**config.mk**
```make
export PLATFORM = sky130hd
export DESIGN_NAME = ws2812_frame_ctrl
export DESIGN_NICKNAME = d
export VERILOG_FILES = /design/src/rtl/ws2812_pkg.sv /design/src/rtl/ws2812_frame_ctrl_bit_encoder.sv /design/src/rtl/ws2812_frame_ctrl.sv
export SDC_FILE = /design/constraint.sdc
export NUM_CORES = 1
export LEC_CHECK = 0
export CELL_PAD_IN_SITES_DETAIL_PLACEMENT = 1
export CELL_PAD_IN_SITES_GLOBAL_PLACEMENT = 2
export CORE_ASPECT_RATIO = 0.9
export CORE_MARGIN = 1
export CORE_UTILIZATION = 31
export CTS_BUF_LIST = sky130_fd_sc_hd__clkbuf_4 sky130_fd_sc_hd__clkbuf_8
export CTS_CLUSTER_SIZE = 16
export DETAILED_ROUTE_END_ITERATION = 16
export PLACE_DENSITY_LB_ADDON = 0.12
export RECOVER_POWER = 25
export SLEW_MARGIN = 5
export SYNTH_ARGS = -nofsm -noshare
export SYNTH_HDL_FRONTEND = slang
export SYNTH_HIERARCHICAL = 1
export SYNTH_SLANG_ARGS = --single-unit
```
**constraint.sdc**
```tcl
create_clock -name clk -period 8.03 [get_ports clk]
set_clock_uncertainty 0.05 [all_clocks]
set_input_delay 1.606 -clock clk [delete_from_list [all_inputs] [get_ports clk]]
set_output_delay 1.606 -clock clk [all_outputs]
set_load 0.005 [all_outputs]
```
**src/rtl/ws2812_pkg.sv**
```systemverilog
// Shared types, constants and helpers for the WS2812 frame controller.
// Optional per-frame brightness scaling is enabled by defining WS2812_BRIGHTNESS_EN.
package ws2812_pkg;

  typedef enum logic [2:0] {
    ST_IDLE  = 3'd0,
    ST_FETCH = 3'd1,
    ST_WAIT  = 3'd2,
    ST_SHIFT = 3'd3,
    ST_LATCH = 3'd4
  } state_e;

  localparam int BitsPerLed = 24;

  // Wire order: G[7:0], R[7:0], B[7:0], each channel MSB first.
  typedef enum logic {ORDER_GRB_MSB_FIRST = 1'b0} bit_order_e;
  localparam bit_order_e BitOrder = ORDER_GRB_MSB_FIRST;

  // Rounds up so that a pulse is never shorter than requested.
  function automatic int ns_to_cyc(input int ns, input int clk_freq_mhz);
    return (ns * clk_freq_mhz + 999) / 1000;
  endfunction

  function automatic logic [7:0] scale_chan(input logic [7:0] c, input logic [7:0] br);
    return 8'((({8'd0, c} * {8'd0, br}) + {8'd0, c}) >> 8);
  endfunction

  function automatic logic [23:0] scale_pixel(input logic [23:0] px, input logic [7:0] br);
    return {scale_chan(px[23:16], br), scale_chan(px[15:8], br), scale_chan(px[7:0], br)};
  endfunction

endpackage

```
**src/rtl/ws2812_frame_ctrl_bit_encoder.sv**
```systemverilog
// Single-bit WS2812 waveform generator: a load starts a TBitCyc-long period whose
// high time depends on the loaded bit; bit_last flags the final cycle of the period.
module ws2812_bit_encoder #(
  parameter int T0hCyc  = 28,
  parameter int T1hCyc  = 56,
  parameter int TBitCyc = 88
) (
  input  logic clk,
  input  logic rst,
  input  logic load,
  input  logic bit_val,
  output logic ws,
  output logic bit_last
);

  localparam int PhW = (TBitCyc > 1) ? $clog2(TBitCyc) : 1;
  localparam logic [PhW-1:0] PhLast = PhW'(TBitCyc - 1);
  localparam logic [PhW-1:0] T0h    = PhW'(T0hCyc);
  localparam logic [PhW-1:0] T1h    = PhW'(T1hCyc);

  logic [PhW-1:0] phase_q, phase_d, phase_inc, hi_cyc;
  logic           active_q, active_d;
  logic           bit_q, bit_d;
  logic           ws_q, ws_d;

  assign phase_inc = phase_q + PhW'(1);
  assign hi_cyc    = bit_q ? T1h : T0h;

  // Next-state logic for the bit period
  always_comb begin
    phase_d  = phase_q;
    active_d = active_q;
    bit_d    = bit_q;
    ws_d     = 1'b0;
    if (load) begin
      phase_d  = '0;
      active_d = 1'b1;
      bit_d    = bit_val;
      ws_d     = 1'b1;
    end else if (active_q && (phase_q != PhLast)) begin
      phase_d = phase_inc;
      ws_d    = (phase_inc < hi_cyc);
    end else begin
      phase_d  = '0;
      active_d = 1'b0;
    end
  end

  // Bit period registers
  always_ff @(posedge clk or posedge rst) begin
    if (rst) begin
      phase_q  <= '0;
      active_q <= 1'b0;
      bit_q    <= 1'b0;
      ws_q     <= 1'b0;
    end else begin
      phase_q  <= phase_d;
      active_q <= active_d;
      bit_q    <= bit_d;
      ws_q     <= ws_d;
    end
  end

  assign ws       = ws_q;
  assign bit_last = active_q && (phase_q == PhLast);

endmodule

```
**src/rtl/ws2812_frame_ctrl.sv**
```systemverilog
// WS2812 frame scheduler: fetches NumLeds GRB pixels from a 1-cycle-latency RAM and
// streams them gap-free, then latches. Define WS2812_BRIGHTNESS_EN to add brightness scaling.
module ws2812_frame_ctrl
  import ws2812_pkg::*;
#(
  parameter int NumLeds   = 64,
  parameter int T0hCyc    = ns_to_cyc(400, 70),
  parameter int T1hCyc    = ns_to_cyc(800, 70),
  parameter int TBitCyc   = ns_to_cyc(1250, 70),
  parameter int TResetCyc = ns_to_cyc(300000, 70),
  parameter int AddrW     = (NumLeds > 1) ? $clog2(NumLeds) : 1
) (
  input  logic             clk,
  input  logic             rst,
  input  logic             start_valid,
  output logic             start_ready,
  output logic             pix_rd,
  output logic [AddrW-1:0] pix_addr,
  input  logic [23:0]      pix_data,
`ifdef WS2812_BRIGHTNESS_EN
  input  logic [7:0]       brightness,
`endif
  output logic             ws,
  output logic             busy,
  output logic             frame_done
);

  localparam int LatW = $clog2(TResetCyc + 1);
  localparam logic [LatW-1:0]  LatLast = LatW'(TResetCyc - 1);
  localparam logic [AddrW-1:0] LastIdx = AddrW'(NumLeds - 1);

  state_e                state_q, state_d;
  logic [BitsPerLed-2:0] shreg_q, shreg_d;
  logic [BitsPerLed-1:0] next_q, next_d;
  logic [4:0]            bit_cnt_q, bit_cnt_d;
  logic [AddrW-1:0]      pix_idx_q, pix_idx_d;
  logic [AddrW-1:0]      pix_addr_q, pix_addr_d;
  logic                  pix_rd_q, pix_rd_d;
  logic                  cap_q, cap_d;
  logic [LatW-1:0]       lat_cnt_q, lat_cnt_d;
  logic                  after_frame_q, after_frame_d;
  logic                  frame_done_q, frame_done_d;
  logic                  start_ready_q, start_ready_d;
  logic                  busy_q, busy_d;
  logic                  enc_load, enc_bit, enc_bit_last;
  logic [23:0]           pix_in;

`ifdef WS2812_BRIGHTNESS_EN
  logic [7:0] bright_q, bright_d;
  assign pix_in   = scale_pixel(pix_data, bright_q);
  assign bright_d = (state_q == ST_IDLE && start_valid) ? brightness : bright_q;

  // Brightness is frozen for the whole frame at the start handshake
  always_ff @(posedge clk or posedge rst) begin
    if (rst) begin
      bright_q <= 8'hFF;
    end else begin
      bright_q <= bright_d;
    end
  end
`else
  assign pix_in = pix_data;
`endif

  // Frame sequencing, prefetch and shift control
  always_comb begin
    state_d       = state_q;
    shreg_d       = shreg_q;
    next_d        = next_q;
    bit_cnt_d     = bit_cnt_q;
    pix_idx_d     = pix_idx_q;
    pix_addr_d    = pix_addr_q;
    pix_rd_d      = 1'b0;
    cap_d         = pix_rd_q;
    lat_cnt_d     = lat_cnt_q;
    after_frame_d = after_frame_q;
    frame_done_d  = 1'b0;
    enc_load      = 1'b0;
    enc_bit       = 1'b0;
    case (state_q)
      ST_IDLE: begin
        if (start_valid) begin
          state_d    = ST_FETCH;
          pix_rd_d   = 1'b1;
          pix_addr_d = '0;
          pix_idx_d  = '0;
        end else begin
          state_d = ST_IDLE;
        end
      end
      ST_FETCH: state_d = ST_WAIT;
      ST_WAIT: begin
        state_d   = ST_SHIFT;
        shreg_d   = pix_in[22:0];
        bit_cnt_d = 5'd23;
        enc_load  = 1'b1;
        enc_bit   = pix_in[23];
        if (pix_addr_q != LastIdx) begin
          pix_rd_d   = 1'b1;
          pix_addr_d = pix_addr_q + AddrW'(1);
        end else begin
          pix_rd_d = 1'b0;
        end
      end
      ST_SHIFT: begin
        // cap_q marks the cycle in which the prefetched pixel is on pix_data
        if (cap_q) begin
          next_d = pix_in;
        end else begin
          next_d = next_q;
        end
        if (enc_bit_last) begin
          if (bit_cnt_q != 5'd0) begin
            bit_cnt_d = bit_cnt_q - 5'd1;
            shreg_d   = {shreg_q[21:0], 1'b0};
            enc_load  = 1'b1;
            enc_bit   = shreg_q[22];
          end else if (pix_idx_q != LastIdx) begin
            pix_idx_d = pix_idx_q + AddrW'(1);
            bit_cnt_d = 5'd23;
            shreg_d   = next_q[22:0];
            enc_load  = 1'b1;
            enc_bit   = next_q[23];
            if (pix_addr_q != LastIdx) begin
              pix_rd_d   = 1'b1;
              pix_addr_d = pix_addr_q + AddrW'(1);
            end else begin
              pix_rd_d = 1'b0;
            end
          end else begin
            state_d       = ST_LATCH;
            lat_cnt_d     = '0;
            after_frame_d = 1'b1;
          end
        end else begin
          state_d = ST_SHIFT;
        end
      end
      ST_LATCH: begin
        if (lat_cnt_q == LatLast) begin
          state_d       = ST_IDLE;
          frame_done_d  = after_frame_q;
          after_frame_d = 1'b0;
        end else begin
          lat_cnt_d = lat_cnt_q + LatW'(1);
        end
      end
      default: state_d = ST_LATCH;
    endcase
    start_ready_d = (state_d == ST_IDLE);
    busy_d        = (state_d != ST_IDLE);
  end

  // Reset lands in Latch so the strip sees a full latch time after power-up
  always_ff @(posedge clk or posedge rst) begin
    if (rst) begin
      state_q       <= ST_LATCH;
      shreg_q       <= '0;
      next_q        <= '0;
      bit_cnt_q     <= 5'd0;
      pix_idx_q     <= '0;
      pix_addr_q    <= '0;
      pix_rd_q      <= 1'b0;
      cap_q         <= 1'b0;
      lat_cnt_q     <= '0;
      after_frame_q <= 1'b0;
      frame_done_q  <= 1'b0;
      start_ready_q <= 1'b0;
      busy_q        <= 1'b1;
    end else begin
      state_q       <= state_d;
      shreg_q       <= shreg_d;
      next_q        <= next_d;
      bit_cnt_q     <= bit_cnt_d;
      pix_idx_q     <= pix_idx_d;
      pix_addr_q    <= pix_addr_d;
      pix_rd_q      <= pix_rd_d;
      cap_q         <= cap_d;
      lat_cnt_q     <= lat_cnt_d;
      after_frame_q <= after_frame_d;
      frame_done_q  <= frame_done_d;
      start_ready_q <= start_ready_d;
      busy_q        <= busy_d;
    end
  end

  ws2812_bit_encoder #(
    .T0hCyc (T0hCyc),
    .T1hCyc (T1hCyc),
    .TBitCyc(TBitCyc)
  ) u_enc (
    .clk     (clk),
    .rst     (rst),
    .load    (enc_load),
    .bit_val (enc_bit),
    .ws      (ws),
    .bit_last(enc_bit_last)
  );

  assign start_ready = start_ready_q;
  assign busy        = busy_q;
  assign frame_done  = frame_done_q;
  assign pix_rd      = pix_rd_q;
  assign pix_addr    = pix_addr_q;

endmodule

```
### Word level (Yosys, flattened, before mapping)

Cells that the tools add are included.

| storage, ports and cells | value |
|---|---|
| memory bits (writable) | 0 |
| ROM bits | 0 |
| logic and storage cells | 114 |
| bits in registers | 98 |
| memories | 0 |
| latch bits | 0 |
| output and inout bits | 11 |

| cells by class | value |
|---|---|
| add/subtract/negate cells | 5 |
| reductions and logical operators | 16 |
| bitwise gates (word level) | 0 |
| $mul | 0 |
| multiplexer cells | 57 |
| magnitude comparators | 1 |
| divide/modulo/power cells | 0 |
| shift operators | 0 |
| eq/ne operators | 18 |

Operators by type and width:

| kind | count |
|---|---|
| two-way mux 23 bit | 3 |
| two-way mux 15 bit | 4 |
| two-way mux 6 bit | 9 |
| one-hot mux 23 bit (2 select lines) | 1 |
| one-hot mux 15 bit (2 select lines) | 1 |
| two-way mux 1 bit | 22 |
| AND reduction 5 bit | 4 |
| one-hot mux 6 bit (3 select lines) | 1 |
| != test 2 bit, second input constant | 8 |
| adder 15 x 1 -> 15 bit, second input constant | 1 |
| == test 15 bit, second input constant | 1 |
| two-way mux 5 bit | 3 |
| one-hot mux 3 bit (5 select lines) | 1 |
| two-way mux 7 bit | 2 |
| adder 6 x 1 -> 6 bit, second input constant | 2 |
| two-way mux 3 bit | 4 |
| != test 6 bit, second input constant | 2 |
| one-hot mux 6 bit (2 select lines) | 1 |
| one-hot mux 5 bit (2 select lines) | 1 |
| adder 7 x 1 -> 7 bit, second input constant | 1 |
| == test 7 bit, second input constant | 1 |
| less-than comparator 7 bit | 1 |
| != test 7 bit, second input constant | 1 |
| == test 3 x 2 -> 1 bit, second input constant | 2 |
| other kinds (13) | 20 |

### Longest topological paths before layout

Gate-level depths: netlist (run 1).

| depth | value |
|---|---|
| depth in word-level cells | 6 |
| mapped depth | 10 |
| mapped depth without buffers | 8 |

### Modules after synthesis

The synthesis (run 1) kept the hierarchy.

By module, submodules not included:

| module | instances | sequential area each (µm²) | cells an instance | area each (µm²) |
|---|---|---|---|---|
| ws2812_frame_ctrl | 1 | 2204.6 | 425 | 4640.7 |
| ws2812_bit_encoder | 1 | 250.2 | 49 | 493.0 |

### Worst setup path after synthesis (run 1)

No wires, ideal clock.

| path | value |
|---|---|
| path kind | input-to-reg |
| start point | input start_valid |
| end point | register pix_addr_q[5] (netlist: pix_addr[5]) |
| setup time | 0.120 ns |
| required time | 7.860 ns |
| stages on the path | 4 |
| path slack | 5.264 ns |
| buffers on the path | 0 |
| arrival | 2.596 ns |
| cells stage by stage | nor2_1 > o32a_1 > or4_1 > o211a_1 |

| on the way | value |
|---|---|
| cells in the longest elaborated chain, start to end | 2 |

Ends and longest elaborated chain:

| element | line | source |
|---|---|---|
| start: declaration | ws2812_frame_ctrl.sv:15 | `input logic start_valid,` |
| != test 2 bit (no line) | n/a |  |
| AND reduction 5 bit (no line) | n/a |  |
| end signal: assignment | ws2812_frame_ctrl.sv:176 | `pix_addr_q <= pix_addr_d;` |
| end: declaration | ws2812_frame_ctrl.sv:37 | `logic [AddrW-1:0] pix_addr_q, pix_addr_d;` |

No other way between the ends.
A chain may end at the register's enable or synchronous reset.

==> results.txt, run 1 <==
During synthesis, Yosys emitted a total of 6 warnings. The number of antenna violations at the first check in global routing came out at 0. The signed area change from the synthesized netlist to the final layout works out to 14.7%. Setup repair after global routing left no endpoint under its margin. TritonCTS built the clock tree. The synthesized design contains 0 enable-type register cells. The highest fanout seen on the critical path is 55.

The tightest hold path in the finished design has a slack of 0.391 ns. Timing analysis after detailed placement gives a worst setup slack of 4.62 ns. The number of setup buffers added after CTS is 0. The most used flip-flop cell after synthesis is sky130_fd_sc_hd__dfrtp_1. The cell area that synthesis handed to floorplanning was 5130 sq um. By area the synthesized netlist is led by sky130_fd_sc_hd__dfrtp_1, sky130_fd_sc_hd__mux2_2, sky130_fd_sc_hd__mux2i_1. Endpoint class of the critical path: an asynchronous set/reset pin. The number of antenna cells inserted came out at 0. In this design, the stage delay of the slowest critical-path cell is 0.95 ns. The logs give 508 for the number of nets in the synthesized netlist and 0 for the count of endpoints failing setup in the final report. The synthesized-area fraction occupied by ao, oa, aoi and oai cells was 0.0919; the number of buffers added to fix hold violations after cts was 0.

The number of buffers created by CTS is 9. The run gives 7690 um as the placed wire-length estimate after detailed placement. The logs give 0 for the aggregate global routing overflow and 2 for the deepest clock path buffer count. Measured along the y axis, the die boundary spans 124 um. The final critical-path share of the clock period works out to 0.439.

The minimum setup slack in the final design is 4.51 ns, and the core area is 16200 sq um. Measured in cells, the most critical reg-to-reg path has a length of 9. The boundary pin count was 38; the largest net degree at the start of global routing was 56. The parity-gate share of the synthesized area counting xor and xnor cells was 0.0188.

In this run, post-CTS repair resized a total of 0 instances. The area share of the largest cell type after synthesis is 0.468, and the average instance area after synthesis is 10.8 sq um. For the worst slew slack as a fraction of its limit, the log shows -0.0845. For this block, the routed nets add up to 11700 um of wire. The logs give 59 for the number of distinct standard cells referenced by the synthesized netlist and 3846 for the number of global-route vias before repair. For the sequential area share after synthesis, the log shows 0.478.

The register bit total from synthesis was 98. Synthesized-area fraction occupied by adder cells: 0.0171. The most area-hungry cell type in the Yosys netlist was sky130_fd_sc_hd__dfrtp_1. The async set or reset register ratio after synthesis is 1.00, and the number of search-and-repair iterations in the first detailed-routing pass is 4. Measured along the x axis, the die boundary spans 138 um. In the final routed layout, each cell accounts on average for 16.3 um. For the final total negative setup slack, the log shows 0 ns.

The worst hold path class was flop to flop. The final reports fail on max-capacitance violations, max-slew violations. Max-cap violations in this run came to 2. The number of pins exceeding their max-slew limit in the final report was 60; the layout cell share with drive strength beyond 1 was 0.171. Shortest period the worst path allows: 3.52 ns. For the count of antenna-violating nets left after detailed routing, the log shows 0. The first global-routing pass estimated 20000 um of wire. The root buffer cell chosen for the clock tree is sky130_fd_sc_hd__clkbuf_8. The logs give 17100 sq um for the die outline area and 44 for the count of standard-cell rows.

Input and output buffers added on the ports amount to 37. The detailed-route vias per instance is 5.05, and the worst vdd rail ir drop is 0.0830 mV. The logs give 3.93 ns for the arrival time reported for the critical path endpoint and 474 for the cell count after synthesis.

Along the worst hold path, the cell count comes to 0. The H-tree generated during clock tree synthesis spans 3 levels. Critical path required time: 8.44 ns. Summed over all cells, the static leakage comes to 2.42 nW. The power density relative to cell area is 153 nW/um^2. Slowest cell on the critical path: sky130_fd_sc_hd__clkinvlp_2.

After the first detailed-routing iteration, the DRC count stood at 150. The clock reaches the later pin of the worst-skew pair after 0.39 ns. After synthesis, the largest family of logic cells by area is multiplexers. Number of sinks handled by clock tree synthesis: 98. The simple logic cell fraction of the synthesized area is 0.168, and the initial core utilization is 0.317.

For the vias after detailed routing, the log shows 3622. The signal on the critical path passes through dlygate4sd3_1 > clkinvlp_2 > buf_4. The run gives 0 as the final hold violation count. The run finished, with violations left. The share of synthesized area spent on multiplexers was 0.189.

For this run, design rule violations remaining after detail routing come to 0. The tools report the combined global-route utilization of all metal layers as 0.153. STA classifies the critical path startpoint as an input port. For the pin with the worst max-slew slack, the measured transition is 1.62 ns.

The net count of the finished layout is 539. The maximum clock rate came out at 0.284 GHz. Routability-driven placement finished with a final weighted congestion of 0.753. Clock-pin slew was measured on the worst setup and hold paths at 0.10 ns. The category of the critical setup timing path was input port to asynchronous set/reset pin.
metrics by stage:
stage          power, mW  instances  instance area (sq um)   util
2_1_floorplan      0.546        474                   5130      -
6_report           0.898        717                   5890  0.364
3_3_place_gp       0.569        701                   5690  0.352
3_5_place_dp       0.570        701                   5690  0.352
4_1_cts            0.919        717                   5890  0.364
5_1_grt            0.940        717                   5890  0.364
synth_stat cells, types with 3 or more instances:
cell and number:
sky130_fd_sc_hd__nand3_1 17, sky130_fd_sc_hd__nor2_1 27, sky130_fd_sc_hd__inv_1 17, sky130_fd_sc_hd__mux2_2 32, sky130_fd_sc_hd__mux2_4 18, sky130_fd_sc_hd__and3_1 4, sky130_fd_sc_hd__nand4_1 8, sky130_fd_sc_hd__ha_1 7
sky130_fd_sc_hd__dfrtp_1 96, sky130_fd_sc_hd__nand2b_1 8, sky130_fd_sc_hd__buf_6 4, sky130_fd_sc_hd__buf_2 3, sky130_fd_sc_hd__or3b_1 3, sky130_fd_sc_hd__xor2_1 5, sky130_fd_sc_hd__nand2_1 51, sky130_fd_sc_hd__mux2i_1 34
sky130_fd_sc_hd__o22ai_1 3, sky130_fd_sc_hd__a21oi_1 10, sky130_fd_sc_hd__nor4_1 7, sky130_fd_sc_hd__o31ai_1 3, sky130_fd_sc_hd__a21bo_2 3, sky130_fd_sc_hd__or4_1 5, sky130_fd_sc_hd__a2111oi_2 3, sky130_fd_sc_hd__or2_2 3
sky130_fd_sc_hd__nor3b_1 4, sky130_fd_sc_hd__nor3_1 8, sky130_fd_sc_hd__o21ai_0 31, sky130_fd_sc_hd__clkbuf_1 11, sky130_fd_sc_hd__xnor2_1 6, sky130_fd_sc_hd__nor2b_1 3
placed cells by master (no fill, tap or decap), types with 2 or more instances in the layout:
cell                              count
sky130_fd_sc_hd__dfrtp_1             96
sky130_fd_sc_hd__nand2_1             51
sky130_fd_sc_hd__clkdlybuf4s50_1     36
sky130_fd_sc_hd__mux2i_1             34
sky130_fd_sc_hd__mux2_2              32
sky130_fd_sc_hd__o21ai_0             31
sky130_fd_sc_hd__nor2_1              27
sky130_fd_sc_hd__mux2_4              18
sky130_fd_sc_hd__nand3_1             17
sky130_fd_sc_hd__inv_1               16
sky130_fd_sc_hd__a21oi_1             10
sky130_fd_sc_hd__clkbuf_8             9
sky130_fd_sc_hd__nand2b_1             8
sky130_fd_sc_hd__nand4_1              8
sky130_fd_sc_hd__nor3_1               8
sky130_fd_sc_hd__nor4_1               7
sky130_fd_sc_hd__ha_1                 7
sky130_fd_sc_hd__xnor2_1              6
sky130_fd_sc_hd__or4_1                5
sky130_fd_sc_hd__xor2_1               5
sky130_fd_sc_hd__and3_1               4
sky130_fd_sc_hd__nor3b_1              4
sky130_fd_sc_hd__buf_4                4
sky130_fd_sc_hd__or3b_1               3
sky130_fd_sc_hd__o22ai_1              3
sky130_fd_sc_hd__o31ai_1              3
sky130_fd_sc_hd__a21bo_2              3
sky130_fd_sc_hd__a2111oi_2            3
sky130_fd_sc_hd__nor2b_1              3
sky130_fd_sc_hd__inv_6                3
sky130_fd_sc_hd__nand3b_1             2
sky130_fd_sc_hd__and2_1               2
sky130_fd_sc_hd__and4_1               2
sky130_fd_sc_hd__or3_1                2
sky130_fd_sc_hd__or2_2                2
sky130_fd_sc_hd__a211oi_1             2
sky130_fd_sc_hd__o41ai_1              2
sky130_fd_sc_hd__a21o_1               2
sky130_fd_sc_hd__dfstp_2              2
sky130_fd_sc_hd__clkinv_2             2
registers in the layout (all words and copies together), names as in the netlist, 3 cells and up:
name,cells
pix_addr,6
state_q,3
next_q,24
u_enc/phase_q,7
lat_cnt_q,15
bit_cnt_q,5
shreg_q,23
pix_idx_q,6
where the power goes:
| part | switching [mW] | leakage [nW] | internal (mW) |
|---|---|---|---|
| registers | 0.00638 | 1.15 | 0.506 |
| clock network | 0.192 | 0.104 | 0.147 |
| logic | 0.0199 | 1.16 | 0.0267 |
| total | 0.219 | 2.42 | 0.679 |
worst paths after layout:
path                                          start                          to  slack (ns)
max reg2reg                bit_cnt_q[0]$_DFFE_PP0P_  u_enc/phase_q[6]$_DFF_PP0_        4.88
min                                pix_rd$_DFF_PP0_             cap_q$_DFF_PP0_        0.39
min reg2reg                        pix_rd$_DFF_PP0_             cap_q$_DFF_PP0_        0.39
max                                             rst      shreg_q[9]$_DFFE_PP0P_        4.51
max in group clk           bit_cnt_q[0]$_DFFE_PP0P_  u_enc/phase_q[6]$_DFF_PP0_        4.88
min in group asynchronous                       rst  u_enc/phase_q[0]$_DFF_PP0_        1.64
cells by family (layout without fill, tap and decap cells):
group,after synthesis,after routing
AO/OA/AOI/OAI,70,70
XOR/XNOR,11,11
adder cells (fa/ha/maj),7,7
buffers and inverters,39,75
flip-flops,98,98
multiplexers,84,84
AND/OR/NAND/NOR,165,165
critical path: cells and delay by family:
| kind | cells | cell delay [ns] |
|---|---|---|
| buffers and inverters | 3 | 2.28 |
final cells by class:
cell class,count,area (sq um)
fill,1825,10300
multi-input combinational,337,2500
sequential,98,2450
timing repair buffer,42,404
tap,207,259
clock buffer,9,124
clock inverter,7,75.1
inverter,17,65.1
routing by layer:
layer / track usage / vias to the layer above / wire [um]
met5: 0 / - / 0
met4: 0.0460 / 0 / 155
met3: 0.0415 / 13 / 374
met2: 0.240 / 41 / 5360
met1: 0.204 / 1814 / 5770
li1: - / 1754 / -
Note: power is estimated with default switching activity, not from simulation.
==> run 2: changes to the inputs <==
Clock period 8.03 ns to 3.5 ns, I/O delays scaled along.
==> run 2 against run 1 <==
The run now ends clean. Register-to-register slack got worse by 3.9 ns. Die area unchanged. First-iteration DRC count grew 9.3%. Sequential power rose by 130%. Setup slack worse by 3.6 ns. Combinational power is 130% higher. Routed wire length shrank 0.55%. Via count is 1.4% higher. Sequential share of layout area is 0.31 points lower. Power grew 130%.
==> results.txt, run 2 (synthesis results as in run 1) <==
The final hold violation count is 0 (unchanged). The count of maximum capacitance violations was 0 (was 2); the vias after detailed routing was 3674 (was 3622). The register with the most flip-flops is next_q (unchanged).

The launch point of the worst reg-to-reg path was state_q[0]$_DFF_PP0_ (was bit_cnt_q[0]$_DFFE_PP0P_). For the weighted congestion at the end of routability-driven global placement, the log shows 0.689 (was 0.753). The category of the critical setup timing path was flop to flop (was input port to asynchronous set/reset pin).

The clock-pin slew on the worst setup and hold paths came out at 0.09 ns (was 0.10 ns). For the post-CTS repair timing setup buffer count, the log shows 0 (unchanged). For the worst vdd rail ir drop, the log shows 0.222 mV (was 0.0830 mV). The die outline area came out at 17100 sq um (unchanged). The peak per-stage delay on the critical path is 0.64 ns (was 0.95 ns). The kind of cell with the highest combined delay on the critical path is simple AND/OR/NAND/NOR gates (was buffers and inverters). Worst slew slack as a fraction of its limit: 0.316 (was -0.0845).

Number of gates resized after cts: 0 (unchanged). The critical path required time is 3.74 ns (was 8.44 ns), and the highest fanout seen on the critical path is 14 (was 55). For the minimum setup slack in the final design, the log shows 0.936 ns (was 4.51 ns). The core area is 16200 sq um (unchanged).

The tools report the initial core utilization as 0.317 (unchanged). For this run, the top clock speed supported by timing is 0.390 GHz. The number of buffers added on ports works out to 37 (unchanged). The leading cell type in the layout, fill and taps excluded is sky130_fd_sc_hd__dfrtp_1 (unchanged).

Count of endpoints failing setup in the final report: 0 (unchanged). The logs give 3 (unchanged) for the level count of the clock H-tree and 48 (was 56) for the largest net degree at the start of global routing. For the boundary pin count, the log shows 38 (unchanged). The height of the chip is 124 um (unchanged). The average wire length per cell after detail routing was 16.1 um (was 16.3 um); the number of antenna cells inserted was 0 (unchanged). The logs give 11600 um (was 11700 um) for the final wirelength and 3883 (was 3846) for the number of global-route vias before repair.

The detailed-route vias per instance was 5.10 (was 5.05). The tools report the deepest clock path buffer count as 2 (unchanged). Cell Chain, Critical Path: or3b_1 > or3_1 > or4_1 > a21oi_1 (was dlygate4sd3_1 > clkinvlp_2 > buf_4). The tools report the final total negative setup slack as 0 ns (unchanged). Placed wire-length estimate after detailed placement: 8020 um (was 7690 um). The number of search-and-repair iterations in the first detailed-routing pass is 4 (unchanged).

The startpoint of the most critical setup path was state_q[0]$_DFF_PP0_ (was rst). Number of buffers added to fix hold violations after cts: 0 (unchanged). The run finished with clean final reports.

The final critical-path share of the clock period was 0.733. The tools report the startpoint type of the worst setup path as a flop (was an input port). Setup slack after placement: 0.947 ns (was 4.62 ns). Transition time at the pin with the least slew margin: 1.03 ns (was 1.62 ns). The clock period could shrink to 2.56 ns.

The logs give 0.38 ns (was 0.39 ns) for the clock insertion delay at the later pin of the skew report and 0 (unchanged) for the number of remaining DRC errors. The run gives 0 (unchanged) as the aggregate global routing overflow. The number of flip-flops under the largest register name came out at 24 (unchanged). Setup repair after global routing left no endpoint under its margin. The signed area change from the synthesized netlist to the final layout was 15.5% (was 14.7%). The tools report the launch point of the worst hold path as pix_rd$_DFF_PP0_ (unchanged). Number of buffers created by CTS: 9 (unchanged). The slowest cell on the critical path is sky130_fd_sc_hd__or3b_1 (was sky130_fd_sc_hd__clkinvlp_2). Top library cells by usage in the layout, fill and taps aside: sky130_fd_sc_hd__dfrtp_1, sky130_fd_sc_hd__nand2_1, sky130_fd_sc_hd__clkdlybuf4s50_1 (unchanged). The clock tree root driver cell is sky130_fd_sc_hd__clkbuf_8 (unchanged). The tools report the number of antenna violations at the first check in global routing as 0 (unchanged). The power density relative to cell area was 349 nW/um^2 (was 153 nW/um^2). For the combined global-route utilization of all metal layers, the log shows 0.150 (was 0.153). The tools report the count of standard-cell rows as 44 (unchanged). Worst hold path class: flop to flop (unchanged). The count of antenna-violating nets left after detailed routing is 0 (unchanged). TritonCTS built the clock tree.

The number of sinks handled by clock tree synthesis is 98 (unchanged), and the number of pins exceeding their max-slew limit in the final report is 0 (was 60). The endpoint class of the critical path was a flop (was an asynchronous set/reset pin). Top Registers: next_q (24), shreg_q (23), lat_cnt_q (15) (unchanged). The tools report the arrival time reported for the critical path endpoint as 2.81 ns (was 3.93 ns). The post-layout net count came out at 543 (was 539). Leakage power total: 2.44 nW (was 2.42 nW). The number of design-rule violations left by the first detailed-router iteration is 164 (was 150), and the global-route wire length before repair is 19700 um (was 20000 um). The buffers plus inverters on the worst setup path is 0 (was 3), and the width of the die is 138 um (unchanged). For the total chip power, the log shows 2.07 mW (was 898 uW). The layout cell share with drive strength beyond 1 was 0.181 (was 0.171).
run 2: cell count changes in the layout (fill, tap and decap cells not counted):
cell / before / now
sky130_fd_sc_hd__clkbuf_1: 1 / 0
sky130_fd_sc_hd__clkinvlp_4: 0 / 1
sky130_fd_sc_hd__clkinv_2: 2 / 1
sky130_fd_sc_hd__clkbuf_8: 9 / 11
sky130_fd_sc_hd__buf_4: 4 / 8
sky130_fd_sc_hd__clkbuf_2: 0 / 1
sky130_fd_sc_hd__or2_2: 2 / 3
sky130_fd_sc_hd__inv_6: 3 / 1
sky130_fd_sc_hd__or2_0: 1 / 0
run 2: worst register-to-register path, cell delays in order, from the launching register on:
cell and delay [ns]:
sky130_fd_sc_hd__dfrtp_1 0.58, sky130_fd_sc_hd__or3b_1 0.64, sky130_fd_sc_hd__or3_1 0.54, sky130_fd_sc_hd__or4_1 0.52
sky130_fd_sc_hd__a21oi_1 0.16
run 2: path summary, 6_finish.rpt:
check,depth (start not counted),slack [ns],end
min,0,0.37,cap_q$_DFF_PP0_
min reg2reg,0,0.37,cap_q$_DFF_PP0_
max in group asynchronous,3,1.02,shreg_q[13]$_DFFE_PP0P_
max,4,0.94,lat_cnt_q[12]$_DFFE_PP0P_
min in group asynchronous,2,0.73,u_enc/phase_q[4]$_DFF_PP0_
max reg2reg,4,0.94,lat_cnt_q[12]$_DFFE_PP0P_
run 2: where the power goes:
group | switching, mW | internal [mW]
combinational | 0.0461 | 0.0618
sequential | 0.0149 | 1.16
clock | 0.414 | 0.372
total | 0.475 | 1.59
run 2: per-layer routing:
layer  vias to the layer above  wire, um  track usage
met5                         -         0            0
met4                         0        68       0.0350
met3                         4       394       0.0431
met2                        47      5440        0.243
met1                      1858      5700        0.198
li1                       1765         -            -
run 2: cell type report:
cell class | count | area, sq um
multi-input combinational | 337 | 2500
tap | 207 | 259
sequential | 98 | 2450
clock inverter | 5 | 60.1
inverter | 17 | 65.1
fill | 1813 | 10300
clock buffer | 11 | 151
timing repair buffer | 46 | 435
run 2: metrics by stage:
stage	cell area (sq um)	utilization	cells	hold WS (ns)
floorplan	5130	-	474	0.326
global placement	5730	0.354	705	0.363
detailed placement	5730	0.354	705	0.347
CTS	5950	0.367	721	0.380
global route	5930	0.366	721	0.402
finish	5930	0.366	721	0.369
==> run 3: changes to the inputs <==
Clock period 3.5 ns to 2.6 ns, I/O delays scaled along.
==> run 3 against run 2 <==
Largest cell class unchanged. Non-clock buffer count is 8 higher. Largest power group unchanged. Critical path depth grew 3. First-iteration DRC count fell by 20%. Sequential cell count is the same. Routed wire length grew 2.4%. Clock-buffer cell count is 2 lower. Core utilization up 0.60 points. Combinational power up 36%.
==> results.txt, run 3 (synthesis results as in run 1) <==
The layout cell share with drive strength beyond 1 works out to 0.193 (was 0.181). The logs give 0 (unchanged) for the count of antenna-violating nets left after detailed routing and 0.412 GHz (was 0.390 GHz) for the maximum clock rate. The clock share of power is 0.404 (was 0.380), and the net switching component of the power is 695 uW (was 475 uW).

The run gives 0 (unchanged) as the number of gates resized after cts. Number of search-and-repair iterations in the first detailed-routing pass: 4 (unchanged). Number of flip-flops under the largest register name: 24 (unchanged). The post-layout net count was 551 (was 543); the weighted congestion at the end of routability-driven global placement was 0.746 (was 0.689). The combined global-route utilization of all metal layers is 0.156 (was 0.150). The kind of cell with the highest combined delay on the critical path is simple AND/OR/NAND/NOR gates (unchanged). Clock insertion delay at the later pin of the skew report: 0.39 ns (was 0.38 ns). The number of design-rule violations left by the first detailed-router iteration is 131 (was 164), and the largest net degree at the start of global routing is 53 (was 48). The worst hold path class was flop to flop (unchanged). The width of the die is 138 um (unchanged), and the final total negative setup slack is 0 ns (unchanged).

The run gives 0 (unchanged) as the number of buffers added to fix hold violations after cts. The power density relative to cell area was 482 nW/um^2 (was 349 nW/um^2); the number of buffers created by CTS was 9 (unchanged). Aggregate global routing overflow: 0 (unchanged). For the post-CTS repair timing setup buffer count, the log shows 0 (unchanged). The logs give 0.545 (was 0.568) for the sequential fraction of design power and 2.66 ns (was 2.81 ns) for the arrival time reported for the critical path endpoint. The run gives 44 (unchanged) as the count of standard-cell rows. The leading cell type in the layout, fill and taps excluded is sky130_fd_sc_hd__dfrtp_1 (unchanged). The final critical-path share of the clock period is 0.934 (was 0.733). The number of global-route vias before repair is 3885 (was 3883), and the transition time at the pin with the least slew margin is 0.955 ns (was 1.03 ns).

The critical path required time is 2.83 ns (was 3.74 ns), and the global-route wire length before repair is 20400 um (was 19700 um). The average wire length per cell after detail routing came out at 16.3 um (was 16.1 um). The leakage power total came out at 2.49 nW (was 2.44 nW).

The level count of the clock H-tree is 3 (unchanged). The worst slew slack as a fraction of its limit is 0.363 (was 0.316). The internal power came out at 2.21 mW (was 1.59 mW).

The shortest period the worst path allows works out to 2.43 ns (was 2.56 ns). Setup repair after global routing left no endpoint under its margin. The cell area after layout is 6030 sq um (was 5930 sq um). The logs give 2 (unchanged) for the deepest clock path buffer count and 16200 sq um (unchanged) for the core area.

The run gives 17100 sq um (unchanged) as the die outline area. The category of the critical setup timing path was flop to flop (unchanged). Top Registers: next_q (24), shreg_q (23), lat_cnt_q (15) (unchanged). The part of the power in combinational logic is 0.051 (was 0.052).

The worst vdd rail ir drop is 0.215 mV (was 0.222 mV), and the final hold violation count is 0 (unchanged). The vias after detailed routing was 3698 (was 3674). TritonCTS built the clock tree. The count of endpoints failing setup in the final report came out at 0 (unchanged). The initial core utilization is 0.317 (unchanged), and the number of buffers added on ports is 37 (unchanged). Peak per-stage delay on the critical path: 0.60 ns (was 0.64 ns). Buffers plus inverters on the worst setup path: 2 (was 0). The height of the chip works out to 124 um (unchanged). Startpoint type of the worst setup path: a flop (unchanged).

The worst setup slack for register-to-register paths was 0.17 ns (was 0.94 ns); the number of antenna violations at the first check in global routing was 0 (unchanged). The tools report the clock tree root driver cell as sky130_fd_sc_hd__clkbuf_8 (unchanged). Share of total power consumed by net switching: 0.240 (was 0.230). Cell Chain, Critical Path: inv_1 > ha_1 > or4b_1 > o31ai_4 > a21oi_4 > buf_12 > mux2_4 (was or3b_1 > or3_1 > or4_1 > a21oi_1). The run gives 0 (unchanged) as the count of maximum capacitance violations.

The run gives 0 (unchanged) as the number of antenna cells inserted. The tools report the final wirelength as 11900 um (was 11600 um). The tools report the instance area at placement as 5810 sq um (was 5730 sq um). The tools report the number of remaining DRC errors as 0 (unchanged).

The number of sinks handled by clock tree synthesis is 98 (unchanged). The slowest cell on the critical path is sky130_fd_sc_hd__or4b_1 (was sky130_fd_sc_hd__or3b_1). The run finished with clean final reports. Top library cells by usage in the layout, fill and taps aside: sky130_fd_sc_hd__dfrtp_1, sky130_fd_sc_hd__nand2_1, sky130_fd_sc_hd__clkdlybuf4s50_1 (unchanged). The endpoint class of the critical path was a flop (unchanged).

The run gives 38 (unchanged) as the boundary pin count. The register with the most flip-flops is next_q (unchanged). The signed area change from the synthesized netlist to the final layout is 17.4% (was 15.5%). The detailed-route vias per instance works out to 5.07 (was 5.10). The highest fanout seen on the critical path was 23 (was 14). Clock-pin slew on the worst setup and hold paths: 0.10 ns (was 0.09 ns).

Number of pins exceeding their max-slew limit in the final report: 0 (unchanged). The placed wire-length estimate after detailed placement was 8200 um (was 8020 um).
==> run 3: changes by cell type in the layout (fill, tap and decap cells not counted), sizes merged <==
cell / delta
buf: +8
bufinv: +1
clkbuf: -2
inv: +1
==> run 3: metal layers <==
layer  vias up  GRT usage  wire length, um
met3        11     0.0374              357
li1       1784          -                -
met5         -          0                0
met4         0     0.0474              138
met1      1862      0.210             5880
met2        41      0.248             5510
==> run 3: power groups by stage <==
stage               combinational [mW]  clock (mW)  sequential [mW]
finish                           0.147        1.17             1.58
global route                     0.166        1.29             1.59
CTS                              0.157        1.24             1.58
detailed placement               0.156           0             1.61
global placement                 0.152           0             1.61
floorplan                       0.0812           0             1.61
==> run 3: final timing paths <==
kind,startpoint,end,cells past startpoint
setup reg to reg,bit_cnt_q[0]$_DFFE_PP0P_,shreg_q[3]$_DFFE_PP0P_,7
hold reg to reg,pix_rd$_DFF_PP0_,cap_q$_DFF_PP0_,0
max in group asynchronous,rst,pix_addr[2]$_DFFE_PP0P_,3
setup / recovery,bit_cnt_q[0]$_DFFE_PP0P_,shreg_q[3]$_DFFE_PP0P_,7
hold / removal,pix_rd$_DFF_PP0_,cap_q$_DFF_PP0_,0
min in group asynchronous,rst,u_enc/active_q$_DFFE_PP0P_,2
==> run 3: per-stage QoR <==
stage	power [mW]	setup WS (ns)	hold slack, ns	util	cells
2_1_floorplan	1.69	0.232	0.310	-	474
3_3_place_gp	1.76	0.199	0.361	0.359	713
3_5_place_dp	1.77	0.118	0.345	0.359	713
4_1_cts	2.98	0.105	0.378	0.374	729
5_1_grt	3.04	0.0526	0.390	0.372	729
6_report	2.90	0.171	0.370	0.372	729
==> run 3: layout make-up <==
cell class              count  area [sq um]
fillers                  1830         10200
inverters                  17          65.1
well taps                 207           259
repair buffers             54           508
clock inverters             7           113
clock buffers               9           124
multi-input cells         337          2500
flip-flops and latches     98          2450
